===== config.mk =====
export PLATFORM = sky130hd
export DESIGN_NAME = adc_stream_packer_flat
export DESIGN_NICKNAME = d
export VERILOG_FILES = /design/src/rtl/adc_pkg.sv /design/src/rtl/adc_stream_packer_if.sv /design/src/rtl/sync_fifo_fwft.sv /design/src/rtl/adc_stream_packer.sv /design/src/flat_wrapper.sv
export SDC_FILE = /design/constraint.sdc
export NUM_CORES = 1
export LEC_CHECK = 0
export ABC_AREA = 1
export CORE_ASPECT_RATIO = 1.25
export CORE_MARGIN = 3
export CORE_UTILIZATION = 25
export CTS_BUF_LIST = sky130_fd_sc_hd__clkbuf_8
export CTS_CLUSTER_SIZE = 24
export DETAILED_ROUTE_END_ITERATION = 8
export RECOVER_POWER = 100
export SLEW_MARGIN = 20
export SYNTH_ARGS = -nofsm -noshare
export SYNTH_HDL_FRONTEND = slang
export SYNTH_SLANG_ARGS = --single-unit

===== constraint.sdc =====
create_clock -name adc_clk -period 3.13 [get_ports adc_clk]
set_input_delay 0.313 -clock adc_clk [delete_from_list [all_inputs] [get_ports adc_clk]]
set_output_delay 0.313 -clock adc_clk [all_outputs]
set_load 0.01 [all_outputs]

===== src/rtl/adc_pkg.sv =====
// Shared types and helpers for the ADC stream packer.
// Holds the capture FSM state type, default widths and a popcount helper.
package adc_pkg;

  typedef enum logic [1:0] {
    IDLE,
    WAIT,
    SAMPLE,
    DRAIN
  } state_e;

  localparam int DEF_NUM_CH = 4;
  localparam int DEF_DATA_W = 16;
  localparam int KEEP_W     = DEF_DATA_W / 8;

  function automatic logic [4:0] popcount(
    input logic [15:0] v
  );
    logic [4:0] n;
    n = '0;
    for (int i = 0; i < 16; i++) begin
      n = n + 5'(v[i]);
    end
    return n;
  endfunction

endpackage


===== src/rtl/adc_stream_packer_if.sv =====
// ADC frame input plus AXI4-Stream output bundle of the packer.
// master: packer side (sinks ADC frames, drives stream); slave: peer side.
interface adc_stream_packer_if
  import adc_pkg::*;
#(
  parameter int NUM_CH = DEF_NUM_CH,
  parameter int DATA_W = DEF_DATA_W
);

  logic                     adc_valid;
  logic [NUM_CH*DATA_W-1:0] adc_data;
  logic [DATA_W-1:0]        m_axis_tdata;
  logic [DATA_W/8-1:0]      m_axis_tkeep;
  logic                     m_axis_tlast;
  logic                     m_axis_tvalid;
  logic                     m_axis_tready;

  modport master (
    input  adc_valid,
    input  adc_data,
    input  m_axis_tready,
    output m_axis_tdata,
    output m_axis_tkeep,
    output m_axis_tlast,
    output m_axis_tvalid
  );

  modport slave (
    output adc_valid,
    output adc_data,
    output m_axis_tready,
    input  m_axis_tdata,
    input  m_axis_tkeep,
    input  m_axis_tlast,
    input  m_axis_tvalid
  );

endinterface


===== src/rtl/sync_fifo_fwft.sv =====
// First-word-fall-through synchronous FIFO, DEPTH a power of 2 (>= 2).
// Ports: clk, rst_n (sync, low), push_i/din_i, pop_i, full_o, empty_o, dout_o.
module sync_fifo_fwft #(
  parameter int WIDTH = 17,
  parameter int DEPTH = 64
) (
  input  logic             clk,
  input  logic             rst_n,
  input  logic             push_i,
  input  logic [WIDTH-1:0] din_i,
  input  logic             pop_i,
  output logic             full_o,
  output logic             empty_o,
  output logic [WIDTH-1:0] dout_o
);

  localparam int AW = $clog2(DEPTH);

  logic [WIDTH-1:0] mem_q [DEPTH];
  logic [AW:0]      wr_q, wr_d;
  logic [AW:0]      rd_q, rd_d;
  logic             wr_en;
  logic             rd_en;

  // Extra pointer bit separates full from empty.
  assign empty_o = (wr_q == rd_q);
  assign full_o  = (wr_q[AW] != rd_q[AW]) &&
                   (wr_q[AW-1:0] == rd_q[AW-1:0]);

  assign wr_en = push_i & ~full_o;
  assign rd_en = pop_i & ~empty_o;

  assign wr_d = wr_q + (AW+1)'(wr_en);
  assign rd_d = rd_q + (AW+1)'(rd_en);

  assign dout_o = mem_q[rd_q[AW-1:0]];

  always_ff @(posedge clk) begin
    if (!rst_n) begin
      wr_q <= '0;
      rd_q <= '0;
    end else begin
      wr_q <= wr_d;
      rd_q <= rd_d;
    end
  end

  always_ff @(posedge clk) begin
    if (wr_en) begin
      mem_q[wr_q[AW-1:0]] <= din_i;
    end
  end

endmodule


===== src/rtl/adc_stream_packer.sv =====
// Captures masked ADC frames and emits them as one exact-length AXIS packet.
// Ports: adc_clk/adc_rst_n, sample_start/len/ch_mask in; st_clr/busy/
// overflow/sample_en out; bus = ADC frame input + AXIS master output.
module adc_stream_packer
  import adc_pkg::*;
#(
  parameter int NUM_CH      = 4,
  parameter int DATA_W      = 16,
  parameter int FIFO_DEPTH  = 64,
  parameter int WAIT_CYCLES = 20,
  parameter int LEN_W       = 32
) (
  input  logic              adc_clk,
  input  logic              adc_rst_n,
  input  logic              sample_start,
  input  logic [LEN_W-1:0]  sample_len,
  input  logic [NUM_CH-1:0] ch_mask,
  output logic              st_clr,
  output logic              busy,
  output logic              overflow,
  output logic              sample_en,
  adc_stream_packer_if.master bus
);

  localparam int FW   = NUM_CH * DATA_W;
  localparam int WC_W = (WAIT_CYCLES > 1) ? $clog2(WAIT_CYCLES) : 1;
  localparam logic [WC_W-1:0] WLAST =
    WC_W'((WAIT_CYCLES > 0) ? WAIT_CYCLES - 1 : 0);

  state_e            state_q, state_d;
  logic              start_q;
  logic [LEN_W-1:0]  len_q, len_d;
  logic [NUM_CH-1:0] mask_q, mask_d;
  logic [LEN_W-1:0]  frame_q, frame_d;
  logic [WC_W-1:0]   wait_q, wait_d;
  logic              ovf_q, ovf_d;
  logic              stclr_q, stclr_d;
  logic              ser_q, ser_d;
  logic [NUM_CH-1:0] rem_q, rem_d;
  logic [FW-1:0]     data_q, data_d;
  logic              lastf_q, lastf_d;

  logic              start_ok;
  logic              accept;
  logic              drop;
  logic              push;
  logic              pop;
  logic              done;
  logic [NUM_CH-1:0] rem_nxt;
  logic [LEN_W-1:0]  frame_nxt;
  logic [DATA_W-1:0] sel_word;
  logic              fifo_full;
  logic              fifo_empty;
  logic [DATA_W:0]   fifo_dout;

  assign start_ok = sample_start & ~start_q &
                    (|sample_len) & (|ch_mask);

  assign accept = (state_q == SAMPLE) & bus.adc_valid & ~ser_q;
  assign drop   = (state_q == SAMPLE) & bus.adc_valid & ser_q;

  assign frame_nxt = frame_q + LEN_W'(1);

  // Serializer: lowest remaining enabled channel goes out first.
  assign rem_nxt = rem_q & (rem_q - NUM_CH'(1));
  assign push    = ser_q & ~fifo_full;

  always_comb begin
    sel_word = '0;
    for (int i = NUM_CH - 1; i >= 0; i--) begin
      if (rem_q[i]) begin
        sel_word = data_q[i*DATA_W +: DATA_W];
      end
    end
  end

  assign pop  = bus.m_axis_tvalid & bus.m_axis_tready;
  assign done = ~ser_q & pop & bus.m_axis_tlast;

  always_comb begin
    state_d = state_q;
    len_d   = len_q;
    mask_d  = mask_q;
    frame_d = frame_q;
    wait_d  = wait_q;
    ovf_d   = ovf_q;
    stclr_d = 1'b0;
    ser_d   = ser_q;
    rem_d   = rem_q;
    data_d  = data_q;
    lastf_d = lastf_q;

    if (push) begin
      rem_d = rem_nxt;
      if (rem_nxt == '0) begin
        ser_d = 1'b0;
      end
    end

    unique case (state_q)
      IDLE: begin
        if (start_ok) begin
          len_d   = sample_len;
          mask_d  = ch_mask;
          frame_d = '0;
          wait_d  = '0;
          ovf_d   = 1'b0;
          stclr_d = 1'b1;
          state_d = WAIT;
        end
      end
      WAIT: begin
        if (wait_q == WLAST) begin
          state_d = SAMPLE;
        end else begin
          wait_d = wait_q + WC_W'(1);
        end
      end
      SAMPLE: begin
        if (drop) begin
          ovf_d = 1'b1;
        end
        if (accept) begin
          frame_d = frame_nxt;
          data_d  = bus.adc_data;
          rem_d   = mask_q;
          ser_d   = 1'b1;
          lastf_d = (frame_nxt == len_q);
          if (frame_nxt == len_q) begin
            state_d = DRAIN;
          end
        end
      end
      DRAIN: begin
        if (done) begin
          state_d = IDLE;
        end
      end
      default: state_d = IDLE;
    endcase
  end

  always_ff @(posedge adc_clk) begin
    if (!adc_rst_n) begin
      state_q <= IDLE;
      start_q <= 1'b0;
      len_q   <= '0;
      mask_q  <= '0;
      frame_q <= '0;
      wait_q  <= '0;
      ovf_q   <= 1'b0;
      stclr_q <= 1'b0;
      ser_q   <= 1'b0;
      rem_q   <= '0;
      data_q  <= '0;
      lastf_q <= 1'b0;
    end else begin
      state_q <= state_d;
      start_q <= sample_start;
      len_q   <= len_d;
      mask_q  <= mask_d;
      frame_q <= frame_d;
      wait_q  <= wait_d;
      ovf_q   <= ovf_d;
      stclr_q <= stclr_d;
      ser_q   <= ser_d;
      rem_q   <= rem_d;
      data_q  <= data_d;
      lastf_q <= lastf_d;
    end
  end

  sync_fifo_fwft #(
    .WIDTH (DATA_W + 1),
    .DEPTH (FIFO_DEPTH)
  ) u_fifo (
    .clk     (adc_clk),
    .rst_n   (adc_rst_n),
    .push_i  (push),
    .din_i   ({lastf_q & (rem_nxt == '0), sel_word}),
    .pop_i   (pop),
    .full_o  (fifo_full),
    .empty_o (fifo_empty),
    .dout_o  (fifo_dout)
  );

  // Mask the unreset FIFO storage so an idle stream reads as zero.
  assign bus.m_axis_tvalid = ~fifo_empty;
  assign bus.m_axis_tdata  = fifo_empty ? '0 : fifo_dout[DATA_W-1:0];
  assign bus.m_axis_tlast  = ~fifo_empty & fifo_dout[DATA_W];
  assign bus.m_axis_tkeep  = '1;

  assign st_clr    = stclr_q;
  assign busy      = (state_q != IDLE);
  assign overflow  = ovf_q;
  assign sample_en = (state_q == SAMPLE);

endmodule


===== src/flat_wrapper.sv =====
// flat-port wrapper written by rule: the top's interface ports become plain ports
module adc_stream_packer_flat import adc_pkg::*;
#(
  parameter int NUM_CH      = 4,
  parameter int DATA_W      = 16,
  parameter int FIFO_DEPTH  = 64,
  parameter int WAIT_CYCLES = 20,
  parameter int LEN_W       = 32
)
  (adc_clk, adc_rst_n, sample_start, sample_len, ch_mask, st_clr, busy, overflow, sample_en, bus_adc_valid, bus_adc_data, bus_m_axis_tready, bus_m_axis_tdata, bus_m_axis_tkeep, bus_m_axis_tlast, bus_m_axis_tvalid);
  adc_stream_packer_if #(.NUM_CH(NUM_CH), .DATA_W(DATA_W)) bus_i ();
  input  logic adc_clk;
  input  logic adc_rst_n;
  input  logic sample_start;
  input  logic [LEN_W-1:0] sample_len;
  input  logic [NUM_CH-1:0] ch_mask;
  output logic st_clr;
  output logic busy;
  output logic overflow;
  output logic sample_en;
  input wire logic [$bits(bus_i.adc_valid)-1:0] bus_adc_valid;
  input wire logic [$bits(bus_i.adc_data)-1:0] bus_adc_data;
  input wire logic [$bits(bus_i.m_axis_tready)-1:0] bus_m_axis_tready;
  output wire logic [$bits(bus_i.m_axis_tdata)-1:0] bus_m_axis_tdata;
  output wire logic [$bits(bus_i.m_axis_tkeep)-1:0] bus_m_axis_tkeep;
  output wire logic [$bits(bus_i.m_axis_tlast)-1:0] bus_m_axis_tlast;
  output wire logic [$bits(bus_i.m_axis_tvalid)-1:0] bus_m_axis_tvalid;
  assign bus_i.adc_valid = bus_adc_valid;
  assign bus_i.adc_data = bus_adc_data;
  assign bus_i.m_axis_tready = bus_m_axis_tready;
  assign bus_m_axis_tdata = bus_i.m_axis_tdata;
  assign bus_m_axis_tkeep = bus_i.m_axis_tkeep;
  assign bus_m_axis_tlast = bus_i.m_axis_tlast;
  assign bus_m_axis_tvalid = bus_i.m_axis_tvalid;
  adc_stream_packer #(.NUM_CH(NUM_CH), .DATA_W(DATA_W), .FIFO_DEPTH(FIFO_DEPTH), .WAIT_CYCLES(WAIT_CYCLES), .LEN_W(LEN_W)) u_core (.adc_clk(adc_clk), .adc_rst_n(adc_rst_n), .sample_start(sample_start), .sample_len(sample_len), .ch_mask(ch_mask), .st_clr(st_clr), .busy(busy), .overflow(overflow), .sample_en(sample_en), .bus(bus_i));
endmodule

==> After elaboration in Yosys (flattened, before gate mapping) <==
Memory sizes are Yosys's and may differ from the RTL's. A register that Yosys moved wholly into a read port is not among the register bits.
Index checks and enable logic that the tools add are counted.
{ "classes": {"add_sub_neg": 5, "n_eq_ne": 15, "n_mux": 31, "bitwise": 19, "reduce_logical": 15} }
{ "ops": {"columns": ["op", "n"], "rows": [
  ["16-bit two-way mux", 5],
  ["32-bit two-way mux", 2],
  ["32-bit one-hot mux with 2 select lines", 1],
  ["32-bit by 1-bit adder with 32-bit output, second input constant", 1],
  ["32-bit == test", 1],
  ["32-bit OR reduction", 1],
  ["7-bit by 1-bit adder with 7-bit output", 2],
  ["1-bit AND", 14],
  ["4-bit two-way mux", 3],
  ["2-bit by 1-bit inequality test with 1-bit output, second input constant", 6],
  ["2-bit two-way mux", 5],
  ["5-bit two-way mux", 2],
  ["5-bit one-hot mux with 2 select lines", 1],
  ["1-bit two-way mux", 9],
  ["3-bit AND reduction", 3],
  ["2-bit one-hot mux with 4 select lines", 1],
  ["7-bit == test", 1],
  ["6-bit == test", 1],
  ["6-bit two-way mux", 1],
  ["2-bit AND reduction", 3],
  ["2-bit nonzero test", 3],
  ["5-bit by 1-bit adder with 5-bit output, second input constant", 1],
  ["5-bit == test, second input constant", 1],
  ["5-bit AND reduction", 1],
  ["other kinds (12)", 16]
]} }
{ "totals": {"reg_bits": 162, "ramBits": 1088, "inputBits": 105, "out_inout_bits": 24, "word_cells": 100, "memories": 1} }
{ "memory_table": {"columns": ["memory", "words", "word_bits", "read_ports", "rd_ports_with_merged_regs", "write_ports", "line", "rtl"], "rows": [
  ["u_core.u_fifo.mem_q", 64, 17, 1, 1, 1, "sync_fifo_fwft.sv:19", "logic [WIDTH-1:0] mem_q [DEPTH];"]
]} }

==> Logic depth before layout (Yosys ltp) <==
Gate-level depths: netlist of run 1.
{ "logic_depth": {"word_depth": 7, "ltp_mapped": 19, "mapped_depth_nobuf": 18} }

==> Cells and area by module <==
Synthesis of run 1 repeated with hierarchy kept, for this count alone.
{ "hier_totals": {"cells_unflattened": 5693, "area_unflattened_um2": 54591.1} }
{ "modules_own_cells": {"columns": ["mod", "instances", "cells_per_inst", "area_per_inst_um2", "seq_area_each_um2"], "rows": [
  ["sync_fifo_fwft", 1, 4455, 46727.3, 32951.6],
  ["adc_stream_packer", 1, 1238, 7863.8, 2962.8]
]} }

==> Least setup slack after synthesis of run 1 <==
No wires, ideal clock.
{ "synth_path": {"path_type": "register -> register", "startpoint": "register u_core.rem_q[0]", "endpoint": "memory u_core.u_fifo.mem_q[0][10], data pin", "setup_time_ps": 542, "arrival_ps": 2805, "required_ps": 2588, "setup_slack_ps": -217, "stages_incl_launch_ff": 6, "path_buffers": 2, "synth_period_minus_slack_ps": 3347, "path_cell_list": "dfxtp_1 clkbuf_1 nor2_1 clkbuf_1 o21ai_0 o211ai_1"} }
{ "synth_via": {"elab_chain_cells": 1} }
{ "synth_lines": {"columns": ["element", "line", "rtl"], "rows": [
  ["start, declared", "adc_stream_packer.sv:39", "logic [NUM_CH-1:0] rem_q, rem_d;"],
  ["start signal, assigned", "adc_stream_packer.sv:167", "rem_q <= rem_d;"],
  ["16-bit two-way mux", "adc_stream_packer.sv:71", "if (rem_q[i]) begin"],
  ["named net u_core.sel_word[10]", "adc_stream_packer.sv:51", "logic [DATA_W-1:0] sel_word;"],
  ["end, declared", "sync_fifo_fwft.sv:19", null]
]} }
The timed path passes the listed nets, and every way through them passes these cells.

==> Worst setup path after layout of run 1 <==
{ "layout_path": {"startpoint": "register u_core.u_fifo.rd_q[1]", "endpoint": "output port bus_m_axis_tdata[7]"} }
{ "layout_via": {"elab_chain_cells": 2} }
{ "layout_lines": {"columns": ["element", "line", "rtl"], "rows": [
  ["start, declared", "sync_fifo_fwft.sv:21", "logic [AW:0] rd_q, rd_d;"],
  ["start signal, assigned", "sync_fifo_fwft.sv:44", "rd_q <= rd_d;"],
  ["7-bit == test", "sync_fifo_fwft.sv:26", "assign empty_o = (wr_q == rd_q);"],
  ["16-bit two-way mux", "adc_stream_packer.sv:189", "assign bus.m_axis_tdata = fifo_empty ? '0 : fifo_dout[DATA_W-1:0];"],
  ["end, declared", "flat_wrapper.sv:24", "output wire logic [$bits(bus_i.m_axis_tdata)-1:0] bus_m_axis_tdata;"]
]} }
No other way between the ends.

==> results.txt, run 1 <==
By startpoint and endpoint, the worst setup path is classified as flop to primary output. The peak fanout along the critical path is 10. The worst-case clock skew is 0.0695 ns. The number of buffers between clock root and the deepest sink is 3. The final net count is 5012. Clock-pin slew was measured on the worst setup and hold paths at 0.07 ns. The number of synthesized register bits is 1250. The dominant delay contributor by cell family on the critical path is compound AO/OA/AOI/OAI gates. The vertical die dimension came out at 511 um. The aggregate negative setup slack is -6.42 ns. The number of detailed-routing iterations run before antenna repair came out at 6.

The number of nets still failing antenna checks after routing came out at 0. Summing all placed instances gives a cell area of 58400 sq um. At the worst endpoint, the arrival time is 3.26 ns.

The number of placement rows came out at 184. The effective utilization at floorplan came out at 0.252. The worst reg2reg path startpoint is u_core.u_fifo.rd_q[0]. The standby leakage power is 22.4 nW.

The final layout contains routed wiring with a total length of 164000 um. The die area came out at 209000 sq um. The time the final worst path needs with I/O delays and setup is 3.57 ns. The remaining max-slew budget at the tightest pin came out at 0.103. Leaving out fill and tap cells, the most frequent cells in the layout are 1088 x sky130_fd_sc_hd__edfxtp_1, 814 x sky130_fd_sc_hd__nor2_1, 633 x sky130_fd_sc_hd__o21ai_0. The placeable core region is 202000 sq um. The clock insertion delay at the later pin of the skew report came out at 0.91 ns.

The total global routing track utilization came out at 0.149. The routability congestion estimate from global placement is 0.864. The post-route clock period utilization is 1.14. The post-route DRC violation count is 0. In this run, synthesis inferred 1088 flip-flops with an integrated enable. The origin of the worst min-delay path is bus_adc_data[3]. STA classifies the critical path startpoint as a flop. The largest net degree at the start of global routing is 73. The share of final-layout standard cells stronger than drive strength 1 is 0.177.

The commonest non-fill, non-tap cell in the layout is sky130_fd_sc_hd__edfxtp_1. The slowest stage of the critical path is the sky130_fd_sc_hd__o211ai_1 cell. For this block, the initial DRC count from the detailed router was 3545. The sequential-to-total area share from yosys stat came out at 0.705. The port buffer count came out at 126. Setup violations remaining at the end of the flow were counted as 18. The total buffers and inverters traversed by the critical path came out at 5. TritonCTS built the clock tree. For the worst setup path, the data required time is 2.82 ns. The placement-stage worst setup slack is -0.458 ns. The cell that appears most often on the critical path is sky130_fd_sc_hd__buf_6. The tree built by TritonCTS fans out to 1250 sinks.

The cell chosen for the clock root is sky130_fd_sc_hd__clkbuf_8. The final reports fail on negative setup slack. The capturing element type of the critical path is a primary output.

The biggest area consumer among synthesized cells is sky130_fd_sc_hd__edfxtp_1. The proportion of netlist area held by the largest area contributor came out at 0.641. The critical path goes through buf_6 > inv_8 > buf_4 > buf_12 > o21ai_2 > o22ai_2 > o211ai_1 > nand4_1 > nand3_4 > a31oi_4 > buf_6. The overall via count from detail_route is 37900. The synthesis warning total is 0. The number of different library cells in the post-synthesis netlist came out at 48. The maximum resistive drop on vdd is 0.000414 V. The number of clock buffers added by TritonCTS is 182.

Tracing the worst setup path back leads to its startpoint at u_core.u_fifo.rd_q[1]. The max-capacitance violation count is 0. The relative area change from synthesis to final layout is 27.6%. The final-layout fill cell count is 20100. The flow ran to the end, but the final reports show violations. The first global-routing pass estimated 239000 um of wire.

The final worst-path setup slack came out at -0.439 ns. The number of cells after detailed placement is 7250. In this run the number of H-tree levels came out at 4. The tightest min-delay check is of the primary input to flop type. The mean instance size in the synthesized netlist is 11.6 sq um. The final instance area is 65000 sq um. The sum of internal, switching and leakage power is 42.2 mW.

The average wire length per cell after detail routing came out at 21.2 um. In this run the power density over the cells is 650 nW/um^2. The via count of the first global-routing pass is 37500. The fraction of synthesis flops using an asynchronous set or reset pin is 0.

The top achievable clock speed came out at 280 MHz. Synthesis produced 4396 cells. The final number of max-transition violations is 0. The post-synthesis instance area is 50900 sq um.

The largest incremental delay on the critical path is 0.45 ns. In the routed layout, each cell is associated on average with a via count of 4.90. The total overflow left after global routing is 0. 129 I/O pins were placed. The count of non-filler cells in the finished layout is 7736. For this run, the leading register cell type out of synthesis is sky130_fd_sc_hd__edfxtp_1.

The floorplan step set the die width to 410 um. After synthesis, the cell types taking the most area are sky130_fd_sc_hd__edfxtp_1 64%, sky130_fd_sc_hd__o21ai_0 6.8%, sky130_fd_sc_hd__dfxtp_1 6.4%. The final hold violation count came out at 0.

The slew at the pin with the worst max-slew slack came out at 1.35 ns. Setup repair after global routing could not meet its margin everywhere. The number of antenna violations at the first check in global routing came out at 1.

The placed wire-length estimate came out at 97100 um.
-- per-layer routing --
metal	global-route usage	vias to the layer above	share of wire
met3	0.0244	413	0.068
met5	0	-	0
met2	0.260	1652	0.50
met1	0.179	18800	0.38
li1	-	17000	-
met4	0.0725	0	0.052
-- sequential cells by signal, summed over array words and instances, names as in the netlist --
| register | count |
|---|---|
| u_core.data_q | 64 |
| u_core.frame_q | 32 |
| u_core.lastf_q | 1 |
| u_core.len_q | 32 |
| u_core.mask_q | 4 |
| u_core.overflow | 1 |
| u_core.rem_q | 4 |
| u_core.ser_q | 1 |
| u_core.st_clr | 1 |
| u_core.start_q | 1 |
| u_core.state_q | 2 |
| u_core.u_fifo.mem_q | 1088 |
| u_core.u_fifo.rd_q | 7 |
| u_core.u_fifo.wr_q | 7 |
| u_core.wait_q | 5 |
-- report_power, final --
group | total (mW) | internal, mW | leakage, nW | switching (mW)
sequential | 20.0 | 19.6 | 11.4 | 0.354
combinational | 9.49 | 3.40 | 8.97 | 6.09
clock | 12.7 | 6.40 | 1.99 | 6.35
total | 42.2 | 29.5 | 22.4 | 12.8
-- cell usage after synthesis, types with 2 or more instances --
cell,count
sky130_fd_sc_hd__edfxtp_1,1088
sky130_fd_sc_hd__ha_1,10
sky130_fd_sc_hd__nand3b_1,2
sky130_fd_sc_hd__clkinv_1,5
sky130_fd_sc_hd__nand3_1,201
sky130_fd_sc_hd__o21bai_1,2
sky130_fd_sc_hd__nand3_2,4
sky130_fd_sc_hd__buf_4,26
sky130_fd_sc_hd__inv_2,7
sky130_fd_sc_hd__xor2_1,9
sky130_fd_sc_hd__nand2_1,400
sky130_fd_sc_hd__clkbuf_1,180
sky130_fd_sc_hd__o211ai_1,51
sky130_fd_sc_hd__nor2_1,846
sky130_fd_sc_hd__o22ai_1,162
sky130_fd_sc_hd__nand4_2,5
sky130_fd_sc_hd__nand2_2,15
sky130_fd_sc_hd__inv_1,111
sky130_fd_sc_hd__nor2_4,7
sky130_fd_sc_hd__a21oi_1,126
sky130_fd_sc_hd__a31oi_1,21
sky130_fd_sc_hd__nor3_1,4
sky130_fd_sc_hd__nand4_1,22
sky130_fd_sc_hd__a22o_1,2
sky130_fd_sc_hd__o21ai_1,3
sky130_fd_sc_hd__nor3b_1,2
sky130_fd_sc_hd__a221oi_1,4
sky130_fd_sc_hd__buf_2,76
sky130_fd_sc_hd__o221ai_1,94
sky130_fd_sc_hd__buf_1,9
sky130_fd_sc_hd__nor4_1,10
sky130_fd_sc_hd__nor2_2,10
sky130_fd_sc_hd__a211oi_1,17
sky130_fd_sc_hd__dfxtp_1,162
sky130_fd_sc_hd__o21ai_0,687
sky130_fd_sc_hd__xnor2_1,4
-- cell families (layout without fill, tap and decap cells) --
| family | count (synthesis) | in the layout | synth area share |
|---|---|---|---|
| AND/OR/NAND/NOR | 1532 | 1532 | 0.124 |
| other | 1 | 5 | 0.0000736 |
| buffers and inverters | 415 | 1054 | 0.0345 |
| AO/OA/AOI/OAI | 1174 | 1174 | 0.131 |
| flip-flops | 1250 | 1250 | 0.705 |
| adder cells (fa/ha/maj) | 10 | 10 | 0.00246 |
| XOR/XNOR | 14 | 14 | 0.00268 |
-- metrics by stage --
step / utilization / hold WS (ns)
global route: 0.322 / 0.0614
finish: 0.322 / 0.0817
global placement: 0.289 / 0.456
floorplan: - / 0.406
CTS: 0.320 / 0.00341
detailed placement: 0.289 / 0.459
-- tightest hold or removal path, cell delays in order --
cell	delay, ns
sky130_fd_sc_hd__clkdlybuf4s50_1	0.45
sky130_fd_sc_hd__nor2_1	0.14
sky130_fd_sc_hd__nor2_1	0.05
-- final timing paths --
check | end | slack [ns] | cells past startpoint
min reg2reg | u_core.mask_q[3] | 0.46 | 2
min | u_core.data_q[3] | 0.08 | 3
max reg2reg | u_core.u_fifo.mem_q[33][6] | 0.09 | 19
max | bus_m_axis_tdata[7] | -0.44 | 11
-- area by class of cell --
class / instances / area (sq um) / share of cell area
flip-flops and latches: 1250 / 35900 / 0.553
multi-input cells: 2732 / 14200 / 0.219
repair buffers: 606 / 7490 / 0.115
well taps: 2697 / 3370 / 0.0519
clock buffers: 184 / 2530 / 0.0390
clock inverters: 139 / 927 / 0.0143
inverters: 123 / 522 / 0.00803
repair inverters: 2 / 22.5 / 0.000346
diodes: 3 / 7.51 / 0.000115
-- timing repair --
item                                    4_1_cts  5_1_grt
gates cloned                                 29        7
endpoints found under the setup margin       30       71
pin swaps                                   100      104
buffers inserted                             68       21
endpoints found under the hold margin        72        0
gates resized for setup                     284      123
hold buffers                                 53        0
Power figures use the tool's default switching activity.
==> run 2, diff against run 1 <==
Settings changed: GPL_TIMING_DRIVEN set to 0, REMOVE_ABC_BUFFERS set to 1.
==> results.txt, run 2 (same netlist as run 1, synthesis figures left out) <==
The remaining max-slew budget at the tightest pin came out at -0.554. The number of buffers between clock root and the deepest sink came out at 3. The sum of overflow across all layers after global routing is 0. The routed metal-1 wire length came out at 62600 um. The fraction of power consumed by combinational cells came out at 0.220. The relative area change from synthesis to final layout is 28.0%.

Of all nets on the critical path, the largest fanout is 22. STA classifies the critical path startpoint as a flop. The power density over cell area came out at 631 nW/um^2.

The filler cells instantiated in the layout total 19800. The H-tree level count came out at 4. The number of placement rows is 184. The part of the power in the clock network came out at 0.294. The worst-case clock skew came out at 0.0457 ns. The sequential share of power came out at 0.486.

The standby leakage power came out at 22.2 nW. The routability congestion estimate from global placement came out at 0.826. The total wire length came out at 165000 um. The detailed router finished its first iteration with 3706 violations. Leaving out fill and tap cells, the most frequent cells in the layout are 1088 x sky130_fd_sc_hd__edfxtp_1, 776 x sky130_fd_sc_hd__nor2_1, 647 x sky130_fd_sc_hd__o21ai_0. The clock tree from TritonCTS is done. After layout, the worst setup slack is -0.658 ns.

The via count of the first global-routing pass came out at 37100. The floorplan step defined a core boundary enclosing 202000 sq um. The number of top-level design ports is 129. The top achievable clock speed is 264 MHz. After routing, the total negative slack on setup checks comes to -256.49 ns.

The average vias per placed instance came out at 4.96. After detailed routing, the number of remaining DRC violations is 0. The detail route stage leaves a number of antenna-violating nets equal to 0. The number of flip-flops in the largest register is 1088. For this run, the total global-route usage over all layers was measured as 0.150. The largest net degree at the start of global routing came out at 76. The final hold violation count came to 0.

The number of cells after detailed placement came out at 7084. Setup repair after global routing could not meet its margin everywhere. The finished layout holds 7691 standard cells, fillers aside. Setup violations remaining at the end of the flow were counted as 1539. After the last flow step, the layout net total stands at 4959. Dividing the detail-routed wire length by the instance count gives 21.4 um. The final number of max-transition violations came to 60. After clock tree synthesis, the clock-pin slew on the worst setup and hold paths is 0.06 ns. Clock latency on the worst-skew pair, taken at its later pin, is 0.90 ns. The maximum resistive drop on vdd is 0.000431 V. The effective utilization at floorplan is 0.252. The number of detailed-routing iterations run before antenna repair came out at 6.

The routed length on met2 came out at 80100 um. The capturing element type of the critical path is a primary output. For the worst setup path, the data arrival time is 3.47 ns. The critical path required time came out at 2.82 ns. In the final layout, the share of cells above drive strength 1 is 0.171. The cell chosen for the clock root is sky130_fd_sc_hd__clkbuf_8. The die area came out at 209000 sq um. The number of CTS-inserted buffers came out at 183. The logic depth of the worst register-to-register path is 16. The path type of the worst min-delay path is primary input to flop.

The design draws 41.1 mW. The time the final worst path needs with I/O delays and setup is 3.79 ns. The internal power consumption is 28.5 mW. The vertical die dimension is 511 um. The worst hold path was traced through 3 stages. The commonest non-fill, non-tap cell in the layout is sky130_fd_sc_hd__edfxtp_1. The number of antenna violations at the first check in global routing is 3.

The global-route wire length before repair is 240000 um. Dividing the final minimum period by the clock period gives 1.21. After legalization and detailed placement, the total HPWL measured 87300 um. Clock tree synthesis found a total of 1250 sinks. The port buffer count is 126. Signal routing reaches up to met4. By startpoint and endpoint, the worst setup path is classified as flop to primary output.

The flow ran to the end, but the final reports show violations. The tool flagged a number of max-cap violations equal to 1. At the pin with the least slew margin, the transition time is 2.33 ns. The fraction of power spent switching nets is 0.307. The final reports fail on max-capacitance violations, max-slew violations, negative setup slack. The net switching component of the power is 12.6 mW.

The core utilization of the finished layout came out at 0.323. The detailed router placed 38100 vias in this run. The floorplan die width is 410 um. The routed design uses 13700 um of met3 wire.
[run 2: worst paths after layout]
check	from	to	slack (ns)
setup / recovery	u_core.u_fifo.rd_q[0]	bus_m_axis_tdata[6]	-0.66
hold / removal	bus_adc_data[33]	u_core.data_q[33]	0.06
setup reg to reg	u_core.u_fifo.rd_q[0]	u_core.u_fifo.mem_q[2][1]	-0.60
hold reg to reg	u_core.mask_q[1]	u_core.mask_q[1]	0.46
[run 2: per-layer routing]
metal,vias up,track usage
met1,18700,0.184
met5,-,0
met4,0,0.0821
li1,17000,-
met3,420,0.0276
met2,1983,0.250
[run 2: worst max-delay path, stage by stage (launching register included)]
cell                        delay, ns
sky130_fd_sc_hd__dfxtp_4         0.44
sky130_fd_sc_hd__buf_16          0.16
sky130_fd_sc_hd__inv_16          0.07
sky130_fd_sc_hd__bufbuf_16       0.32
sky130_fd_sc_hd__o21ai_2         0.12
sky130_fd_sc_hd__o22ai_1         0.08
sky130_fd_sc_hd__o211ai_1        0.45
sky130_fd_sc_hd__nand3_2         0.27
sky130_fd_sc_hd__o21ai_4         0.31
sky130_fd_sc_hd__a31oi_4         0.18
sky130_fd_sc_hd__buf_6           0.16
[run 2: cell type report]
cell class,instances,area [sq um],area share
timing repair buffer,546,7280,0.112
tap,2697,3370,0.0518
sequential,1250,35900,0.551
clock buffer,189,2600,0.0399
timing repair inverter,7,66.3,0.00102
multi-input combinational,2733,14600,0.225
clock inverter,144,693,0.0106
inverter,123,571,0.00875
antenna,2,5.00,0.0000768
[run 2: power by group through the flow]
stage               clock network [mW]  logic (mW)  registers [mW]
global route                      13.0        9.73            20.0
finish                            12.1        9.05            20.0
detailed placement                   0        7.42            20.4
floorplan                            0        3.60            20.6
global placement                     0        4.96            20.9
CTS                               12.3        8.87            20.0
[run 2: through the flow]
stage | instance area, sq um | setup slack (ns) | hold slack, ns
finish | 65200 | -0.658 | 0.0631
global route | 65200 | -0.780 | 0.0257
CTS | 64800 | -0.750 | 0.00345
detailed placement | 56900 | -2.24 | 0.456
global placement | 54300 | -46.58 | 0.451
floorplan | 49600 | -18.43 | 0.406
[run 2: what timing repair did]
item,CTS,global route
hold buffers,58,0
gates resized for setup,339,61
setup buffers,131,27
endpoints found under the hold margin,75,0
gates cloned,49,8
setup endpoints to repair,1948,901
pin swaps,132,70
